`config.mk`:
```
export PLATFORM = sky130hd
export DESIGN_NAME = fetch_sequencer
export DESIGN_NICKNAME = d
export VERILOG_FILES = /design/src/rtl/fetch_sequencer.sv
export SDC_FILE = /design/constraint.sdc
export NUM_CORES = 1
export LEC_CHECK = 0
export CORE_AREA = 2 2 115 95
export DETAILED_ROUTE_END_ITERATION = 7
export DIE_AREA = 0 0 117 97
export HOLD_SLACK_MARGIN = 0.15
export PLACE_DENSITY_LB_ADDON = 0.3
export SYNTH_ARGS = -nofsm -noshare
export SYNTH_HDL_FRONTEND = slang
export SYNTH_SLANG_ARGS = --single-unit
```
`constraint.sdc`:
```
create_clock -name clk -period 4.3 [get_ports clk]
set_clock_uncertainty 0.2 [all_clocks]
set_input_delay 1.075 -clock clk [delete_from_list [all_inputs] [get_ports clk]]
set_output_delay 1.075 -clock clk [all_outputs]
set_load 0.005 [all_outputs]
```
`src/rtl/fetch_sequencer.sv`:
```
`default_nettype none
// ============================================================================
// Module   : fetch_sequencer
// Brief    : Fetches instruction words, issues long or short-pair instructions
//            to the decoder, waits for execution and redirects on jumps.
// Revision : 1.0 - initial release
// ============================================================================
module fetch_sequencer #(
  parameter int WIDTH      = 32,
  parameter int ADDR_WIDTH = 16
) (
  input  logic                  clk,
  input  logic                  rst_n,
  input  logic                  start,
  input  logic                  halt,
  output logic [ADDR_WIDTH-1:0] imem_addr,
  output logic                  imem_rd,
  input  logic [WIDTH-1:0]      imem_data,
  input  logic                  imem_valid,
  output logic [WIDTH-1:0]      long_instr,
  output logic                  instr_choose,
  output logic                  dec_en,
  input  logic                  exec_done,
  input  logic                  jump_taken,
  input  logic [ADDR_WIDTH-1:0] jump_target,
  output logic                  busy,
  output logic [WIDTH-1:0]      retired
);

  localparam logic [1:0] S_IDLE  = 2'd0;
  localparam logic [1:0] S_FETCH = 2'd1;
  localparam logic [1:0] S_ISSUE = 2'd2;
  localparam logic [1:0] S_EXEC  = 2'd3;

  logic [1:0]            r_state;
  logic [1:0]            w_next;
  logic [ADDR_WIDTH-1:0] r_pc;
  logic [WIDTH-1:0]      r_long;
  logic                  r_choose;
  logic                  r_dec_en;
  logic                  r_imem_rd;
  logic                  r_busy;
  logic [WIDTH-1:0]      r_retired;
  logic                  w_word_done;

  // A word is finished once a long instruction or the low half of a pair retires
  assign w_word_done = r_long[WIDTH-1] | r_choose;

  always_comb begin
    w_next = r_state;
    case (r_state)
      S_IDLE:  if (start && !halt) w_next = S_FETCH;
      S_FETCH: if (imem_valid) w_next = S_ISSUE;
      S_ISSUE: w_next = S_EXEC;
      S_EXEC: begin
        if (exec_done) begin
          if (halt)                           w_next = S_IDLE;
          else if (jump_taken || w_word_done) w_next = S_FETCH;
          else                                w_next = S_ISSUE;
        end
      end
      default: w_next = S_IDLE;
    endcase
  end

  always_ff @(posedge clk or negedge rst_n) begin
    if (!rst_n) begin
      r_state   <= S_IDLE;
      r_pc      <= '0;
      r_long    <= '0;
      r_choose  <= 1'b0;
      r_dec_en  <= 1'b0;
      r_imem_rd <= 1'b0;
      r_busy    <= 1'b0;
      r_retired <= '0;
    end else begin
      r_state   <= w_next;
      r_dec_en  <= (w_next == S_ISSUE);
      r_imem_rd <= (w_next == S_FETCH);
      r_busy    <= (w_next != S_IDLE);

      if (r_state == S_FETCH && imem_valid) begin
        r_long   <= imem_data;
        r_choose <= 1'b0;
      end

      if (r_state == S_EXEC && exec_done) begin
        r_retired <= r_retired + {{(WIDTH-1){1'b0}}, 1'b1};
        if (jump_taken)
          r_pc <= jump_target;
        else if (w_word_done)
          r_pc <= r_pc + {{(ADDR_WIDTH-1){1'b0}}, 1'b1};
        else
          r_choose <= 1'b1;
      end
    end
  end

  assign imem_addr    = r_pc;
  assign imem_rd      = r_imem_rd;
  assign long_instr   = r_long;
  assign instr_choose = r_choose;
  assign dec_en       = r_dec_en;
  assign busy         = r_busy;
  assign retired      = r_retired;

endmodule
`default_nettype wire

```
==> key figures, run 1 <==
Timing
  • Final min period: 3.33 ns
  • Unrepaired setup endpoints after global routing: no
  • Max Freq: 300 MHz
  • Fin. Hold Viols: 0
  • Slew @ Worst Pin: 1.08 ns
  • Relative slew slack: 0.281
  • Fin. max-slew vios: 0
  • Hold_ws: 0.268 ns
  • Setup TNS: 0 ns
  • Final period util: 0.774
  • Final setup vio count: 0

Critical path
  • Crit-path max FO: 20
  • Critical path cell sequence: clkdlybuf4s50_1 > nand3_1 > or3_1 > nor4_2 > xor2_1
  • Worst Setup End Kind: register
  • CP max stage delay: 0.71 ns
  • Crit path DAT: 3.37 ns
  • Startpoint Class: input pin
  • R2R depth: 4
  • WS Path Type: input pin to register
  • Required time of the critical path: 4.34 ns
  • Worst path slowest cell: or3_1

Layout
  • Filler cells: 871
  • Antenna diode count: 0
  • Register Area: 2150 sq um
  • Final non-filler cell total: 620
  • Multi-input gate area in the final layout: 1720 sq um
  • Final Util: 0.568
  • Layout cell share with drive strength beyond 1: 0.138
  • Nets: 534
  • Layout Area Growth over Synthesis: 44.8%

Power and ir drop
  • Pwr dens: 569 nW/um^2
  • Leak: 0.00240 uW
  • Peak supply drop: 0.372 mV
  • Total chip power: 3270 uW

Floorplanning
  • DIE WIDTH: 117 microns
  • Starting Density: 0.392
  • Core area: 10100 sq um
  • Die Area: 11300 sq um
  • Core Rows: 33
  • Top Ports: 139
  • Vert. Die Dim: 97 microns

Clock network
  • CTS Root Cell: clkbuf_16
  • Clock sinks: 86
  • Post-CTS sizing: 0
  • CTS max path bufs: 2
  • Worst-path clk slew: 0.05 ns
  • Worst skew pair latency: 0.32 ns
  • # hold bufs at CTS: 0
  • H-tree depth: 3
  • Post-CTS setup buffer count: 0
  • CTS tree: yes
  • Number of buffers created by CTS: 9

Detailed routing
  • Vias per inst: 5.15
  • Vias: 3196
  • Final wirelength: 9770 microns
  • Total iterations of the first detailed-routing run: 4
  • Wire per inst: 15.8 microns
  • Initial DRC Count: 148
  • Drt drc: 0
  • Antenna Violating Nets Remaining: 0

Yosys
  • Cell with the most instances after synthesis: dfrtp_1
  • Synth cell count leaders: 86 x dfrtp_1, 33 x mux2_2, 22 x nand2_1
  • Async S/R FF share, synth: 1.00
  • Sequential area share after synthesis: 0.542
  • Top cell type's share of synthesized area: 0.542
  • Area leader, netlist: dfrtp_1
  • Main synth FF type: dfrtp_1
  • Post-synth EDFFs: 0
  • Synth cell types: 47
  • #FFs+latches synth: 86
  • Syn. warnings: 0
  • Syn Area/Cell: 11.6 sq um
  • Synth top area cells: dfrtp_1 54%, mux2_2 9.4%, xnor2_1 3.8%, xor2_1 3.1%, nor4_2 2.5%
  • Mapped Nets: 399
  • Synthesized netlist cell count: 342
  • Mapped cell area: 3970 sq um

Placement
  • Routability congestion estimate: 0.856
  • Dpl cells: 606
  • HPWL after DPL: 7060 microns
  • Port Buffer Count: 138

Global route
  • GRT overflow: 0
  • Gr usage total: 0.180
  • Initial antenna violation count: 0
  • Global-route wire length before repair: 16200 microns
  • Vias in the first global route: 3262
  • Largest net degree at the start of global routing: 87

Outcome
  • Status: finished, final reports clean

Run
  • Number of max-cap violations: 0

Hold path
  • Worst min path class: register to register
  • Hold Crit Depth: 1
==> per-stage QoR <==
step           setup slack (ns)  cell area (sq um)
2_1_floorplan              1.80               3970
3_3_place_gp              0.770               5470
3_5_place_dp              0.661               5470
4_1_cts                    1.02               5750
5_1_grt                   0.807               5750
6_report                  0.971               5750
==> where the power goes <==
group | switching, uW | internal (uW)
Combinational | 433 | 768
Sequential | 261 | 1080
Clock | 283 | 443
==> critical path: cells and delay by family <==
| family | cells | cell delay (ns) |
|---|---|---|
| simple gates | 3 | 1.61 |
| buf+inv | 1 | 0.50 |
| xor+xnor | 1 | 0.18 |
==> placed cells by master, fill, tap and decap left out, drive strengths merged, types with 10 or more instances in the layout <==
| cell type | Yosys | final |
|---|---|---|
| clkbuf | 11 | 12 |
| clkdlybuf4s50 | 0 | 137 |
| dfrtp | 86 | 86 |
| mux2 | 33 | 33 |
| nand2 | 22 | 22 |
| nand3 | 14 | 14 |
| nand4 | 10 | 10 |
| nor2 | 17 | 17 |
| nor4 | 16 | 16 |
| o22ai | 10 | 10 |
| xnor2 | 17 | 17 |
| xor2 | 14 | 14 |
==> sequential cells by signal (all words and copies together), names as in the netlist <==
register	count
dec_en	1
busy	1
r_state	2
retired	32
long_instr	32
imem_rd	1
instr_choose	1
imem_addr	16
==> area by class of cell <==
cell class                 count  share of cell area
timing repair buffer         141               0.244
inverter                       7             0.00457
clock buffer                  12              0.0412
sequential                    86               0.375
tap                          140              0.0305
clock inverter                 2             0.00610
multi-input combinational    232               0.299
==> worst paths after layout <==
check,from,end,slack [ns]
worst max-delay path,exec_done,retired[30],0.97
worst min-delay path,retired[31],retired[31],0.27
worst max register to register,r_state[1],retired[30],1.78
worst min register to register,retired[31],retired[31],0.27
max in group asynchronous,rst_n,retired[31],2.46
min in group asynchronous,rst_n,imem_addr[1],0.73
==> kinds of logic (layout without fill, tap and decap cells) <==
| logic type | count (synthesis) | count (layout) | synth area share |
|---|---|---|---|
| AOI/OAI and AO/OA | 48 | 48 | 0.0801 |
| buffers and inverters | 24 | 162 | 0.0243 |
| adders and majority gates | 2 | 2 | 0.00631 |
| DFF | 86 | 86 | 0.542 |
| xor gates and xnor gates | 31 | 31 | 0.0684 |
| muxes | 35 | 35 | 0.0987 |
| and+or+nand+nor | 116 | 116 | 0.180 |
==> per-layer routing <==
layer,wire length [microns],share of wire,vias up,GRT usage
met5,0,0,-,0
met4,63,0.0064,0,0.0462
met3,923,0.094,5,0.0739
met2,4460,0.46,109,0.270
met1,4330,0.44,1569,0.240
li1,-,-,1513,-
Power figures use the tool's default switching activity.
==> run 2, diff against run 1 <==
clock period = 2.81 ns   (was 4.3 ns; I/O delays follow)
==> key figures, run 2 (same netlist as run 1, synthesis figures left out) <==
Layout
  • Layout Area Growth over Synthesis: 48.0%
  • Antenna diode count: 0
  • Layout cell share with drive strength beyond 1: 0.163
  • Commonest non-fill, non-tap cells in the layout: 137 x clkdlybuf4s50_1, 86 x dfrtp_1, 33 x mux2_2
  • Final non-filler cell total: 632
  • Nets: 545
  • Final Util: 0.580
  • Most common cell after layout, fill and taps aside: clkdlybuf4s50_1

Placement
  • HPWL after DPL: 7580 microns
  • Pre-CTS setup slack: 0.0602 ns
  • Routability congestion estimate: 0.920
  • Port Buffer Count: 138
  • Dpl cells: 617

Timing
  • Slew @ Worst Pin: 0.620 ns
  • Fin. max-slew vios: 0
  • Relative slew slack: 0.586
  • Hold_ws: 0.181 ns
  • Final min period: 2.40 ns
  • Final setup vio count: 0
  • Max Freq: 417 MHz
  • Unrepaired setup endpoints after global routing: no
  • Final period util: 0.853
  • Crit path setup slack, layout: 0.412 ns
  • Fin. Hold Viols: 0
  • Setup TNS: 0 ns

Outcome
  • Status: finished, final reports clean

Clock network
  • Post-CTS sizing: 0
  • H-tree depth: 3
  • Worst skew pair latency: 0.33 ns
  • Clock sinks: 86
  • Post-CTS setup buffer count: 0
  • # hold bufs at CTS: 0
  • CTS Root Cell: clkbuf_16
  • Worst-path clk slew: 0.06 ns
  • Number of buffers created by CTS: 9
  • CTS tree: yes
  • CTS max path bufs: 2

Global route
  • Largest net degree at the start of global routing: 47
  • GRT overflow: 0
  • Most used routing layer: met2
  • Initial antenna violation count: 0
  • Gr usage total: 0.189
  • Met2 Usage GRT: 0.277
  • Vias in the first global route: 3256
  • Met3 Track Usage GR: 0.0764
  • GR Util met1: 0.260
  • Global-route wire length before repair: 16800 microns

Critical path
  • Critical path cell sequence: clkdlybuf4s50_1 > nand3_1 > buf_4 > nor4_1 > a31oi_1 > o21a_1
  • Required time of the critical path: 2.83 ns
  • Crit-path max FO: 18
  • CP max stage delay: 0.53 ns
  • Crit path DAT: 2.42 ns
  • Startpoint Class: input pin
  • WS Path Type: input pin to register
  • Worst path slowest cell: clkdlybuf4s50_1
  • Worst Setup End Kind: register

Floorplanning
  • DIE WIDTH: 117 microns
  • Die Area: 11300 sq um
  • Vert. Die Dim: 97 microns
  • Core area: 10100 sq um
  • Top Ports: 139
  • Starting Density: 0.392
  • Core Rows: 33

Detailed routing
  • Vias: 3264
  • Wire per inst: 16.3 microns
  • Initial DRC Count: 201
  • Vias per inst: 5.16
  • Drt drc: 0
  • Antenna Violating Nets Remaining: 0
  • Total iterations of the first detailed-routing run: 4
  • Final wirelength: 10300 microns

Power and ir drop
  • Pwr dens: 873 nW/um^2
  • Leak: 0.00247 uW
  • Peak supply drop: 0.650 mV

Run
  • Number of max-cap violations: 0

Hold path
  • Worst min path class: input pin to async pin
run 2: power breakdown:
| part | switching (uW) | internal, uW |
|---|---|---|
| registers | 402 | 1650 |
| clock network | 464 | 705 |
| logic | 683 | 1220 |
| total | 1550 | 3580 |
run 2: layout make-up:
type / instances / area, sq um
clock buffers: 11 / 243
clock inverters: 4 / 47.5
fillers: 871 / 4240
inverters: 7 / 26.3
multi-input cells: 232 / 1720
flip-flops and latches: 86 / 2150
well taps: 140 / 175
repair buffers: 152 / 1510
run 2: final timing paths:
check	startpoint	to	slack, ns	depth (start not counted)
setup / recovery	exec_done	imem_addr[12]	0.41	6
hold / removal	rst_n	retired[31]	0.18	1
setup reg to reg	retired[0]	retired[26]	0.71	5
hold reg to reg	retired[31]	retired[31]	0.26	1
max in group asynchronous	rst_n	imem_addr[8]	1.62	2
min in group clk	retired[31]	retired[31]	0.26	1
run 2: worst max-delay path, delay by kind of cell:
kind,cells,cell delay [ns]
and+or+nand+nor,2,0.62
buffers and inverters,2,0.75
AOI/OAI and AO/OA,2,0.34
run 2: through the flow:
stage | area [sq um] | power [uW]
5_1_grt | 5870 | 5450
3_3_place_gp | 5580 | 3930
3_5_place_dp | 5580 | 3990
4_1_cts | 5870 | 5190
6_report | 5870 | 5130
2_1_floorplan | 3970 | 2790
run 2: layer usage:
metal,vias up,part of all wire
met1,1587,0.44
met3,15,0.088
met5,-,0
met2,115,0.46
li1,1547,-
met4,0,0.013
==> run 3, diff against run 2 <==
PLACE_DENSITY = 0.74   (was not set)
PLACE_DENSITY_LB_ADDON = not set   (was 0.3)
SLEW_MARGIN = 20   (was not set)
==> key figures, run 3 (same netlist as run 1, synthesis figures left out) <==
Global route
  • GRT overflow: 0
  • Vias in the first global route: 3380
  • Global-route wire length before repair: 16700 microns
  • Largest net degree at the start of global routing: 49
  • Gr usage total: 0.187
  • Initial antenna violation count: 0

Critical path
  • Setup slack, reg-to-reg: 0.72 ns
  • Startpoint Class: input pin
  • Worst Setup End Kind: register
  • Crit path buffers/inverters: 2
  • CP Launch Point: exec_done
  • Worst path slowest cell: nor4_1
  • R2R depth: 5
  • Critical Path Stages: 6
  • Crit-path max FO: 18
  • Worst reg2reg endpoint: retired[28]
  • Kind of cell adding the most delay to the critical path: buffers and inverters
  • Required time of the critical path: 2.83 ns
  • Crit path DAT: 2.46 ns
  • CP max stage delay: 0.53 ns
  • Critical path cell sequence: clkdlybuf4s50_1 > nand3_1 > buf_4 > nor4_1 > a31oi_1 > o21a_1
  • Crit path to: imem_addr[12]
  • WS Path Type: input pin to register
  • Reg2reg start: retired[0]

Floorplanning
  • Core area: 10100 sq um
  • Starting Density: 0.392
  • Top Ports: 139
  • DIE WIDTH: 117 microns
  • Die Area: 11300 sq um
  • Vert. Die Dim: 97 microns
  • Core Rows: 33

Clock network
  • H-tree depth: 3
  • Post-CTS sizing: 0
  • Worst skew pair latency: 0.33 ns
  • Post-CTS setup buffer count: 0
  • CTS Root Cell: clkbuf_16
  • Clock sinks: 86
  • CTS max path bufs: 2
  • CTS tree: yes
  • Worst-path clk slew: 0.06 ns
  • Number of buffers created by CTS: 9
  • # hold bufs at CTS: 0

Detailed routing
  • Vias per inst: 5.32
  • Drt drc: 0
  • Total iterations of the first detailed-routing run: 4
  • Wire per inst: 16.1 microns
  • Vias: 3343
  • Antenna Violating Nets Remaining: 0
  • Initial DRC Count: 166
  • Final wirelength: 10100 microns

Run
  • Number of max-cap violations: 0

Timing
  • Slew @ Worst Pin: 0.551 ns
  • Setup TNS: 0 ns
  • Max Freq: 410 MHz
  • Relative slew slack: 0.629
  • Unrepaired setup endpoints after global routing: no
  • Final min period: 2.44 ns
  • Fin. Hold Viols: 0
  • Fin. max-slew vios: 0
  • Final period util: 0.869
  • Final setup vio count: 0

Layout
  • Layout Area Growth over Synthesis: 47.2%
  • Antenna diode count: 0
  • Nets: 541
  • Layout cell share with drive strength beyond 1: 0.156
  • Commonest non-fill, non-tap cells in the layout: 137 x clkdlybuf4s50_1, 86 x dfrtp_1, 33 x mux2_2
  • Post-route cell area: 5840 sq um
  • Most common cell after layout, fill and taps aside: clkdlybuf4s50_1
  • Filler cells: 854

Placement
  • DP Area: 5550 sq um
  • HPWL after DPL: 7490 microns
  • Port Buffer Count: 138
  • Routability congestion estimate: 0.880

Power and ir drop
  • Pwr dens: 874 nW/um^2
  • Peak supply drop: 0.598 mV
  • Total chip power: 5110 uW
  • Leak: 0.00245 uW

Hold path
  • Worst min path class: input pin to async pin

Outcome
  • Status: finished, final reports clean
[run 3: cell types whose count changed in the layout (fill, tap and decap cells not counted)]
cell,delta
buf_4,-4
[run 3: final cells by class]
class	instances	area [sq um]	area share
flip-flops and latches	86	2150	0.368
multi-input cells	232	1720	0.294
repair buffers	148	1480	0.253
clock buffers	11	243	0.0416
well taps	140	175	0.0300
clock inverters	4	47.5	0.00814
inverters	7	26.3	0.00450
[run 3: worst min path at each step]
stage | slack (ns) | to
4_1_cts | 0.16 | imem_addr[3]
3_3_place_gp | 0.26 | retired[31]
6_report | 0.14 | imem_addr[3]
5_1_grt | 0.18 | imem_addr[2]
2_1_floorplan | 0.21 | busy
3_5_place_dp | 0.28 | retired[29]
[run 3: power breakdown]
part           internal, uW  switching, uW  total [uW]
Clock                   705            458        1160
Combinational          1210            678        1890
Sequential             1650            404        2050
Total                  3570           1540        5110
[run 3: metrics by stage]
step / hold slack, ns / utilization / setup slack [ns] / std cells
2_1_floorplan: 0.207 / - / 0.678 / 342
3_3_place_gp: 0.259 / 0.549 / 0.151 / 613
3_5_place_dp: 0.279 / 0.549 / 0.0495 / 613
4_1_cts: 0.162 / 0.577 / 0.404 / 628
5_1_grt: 0.180 / 0.577 / 0.252 / 628
6_report: 0.142 / 0.577 / 0.368 / 628
[run 3: layer usage]
layer | routed length [microns] | up-vias | global-route usage | part of all wire
met2 | 4660 | 135 | 0.285 | 0.46
met4 | 196 | 0 | 0.0624 | 0.019
met3 | 903 | 23 | 0.0771 | 0.089
li1 | - | 1539 | - | -
met5 | 0 | - | 0 | 0
met1 | 4360 | 1646 | 0.240 | 0.43
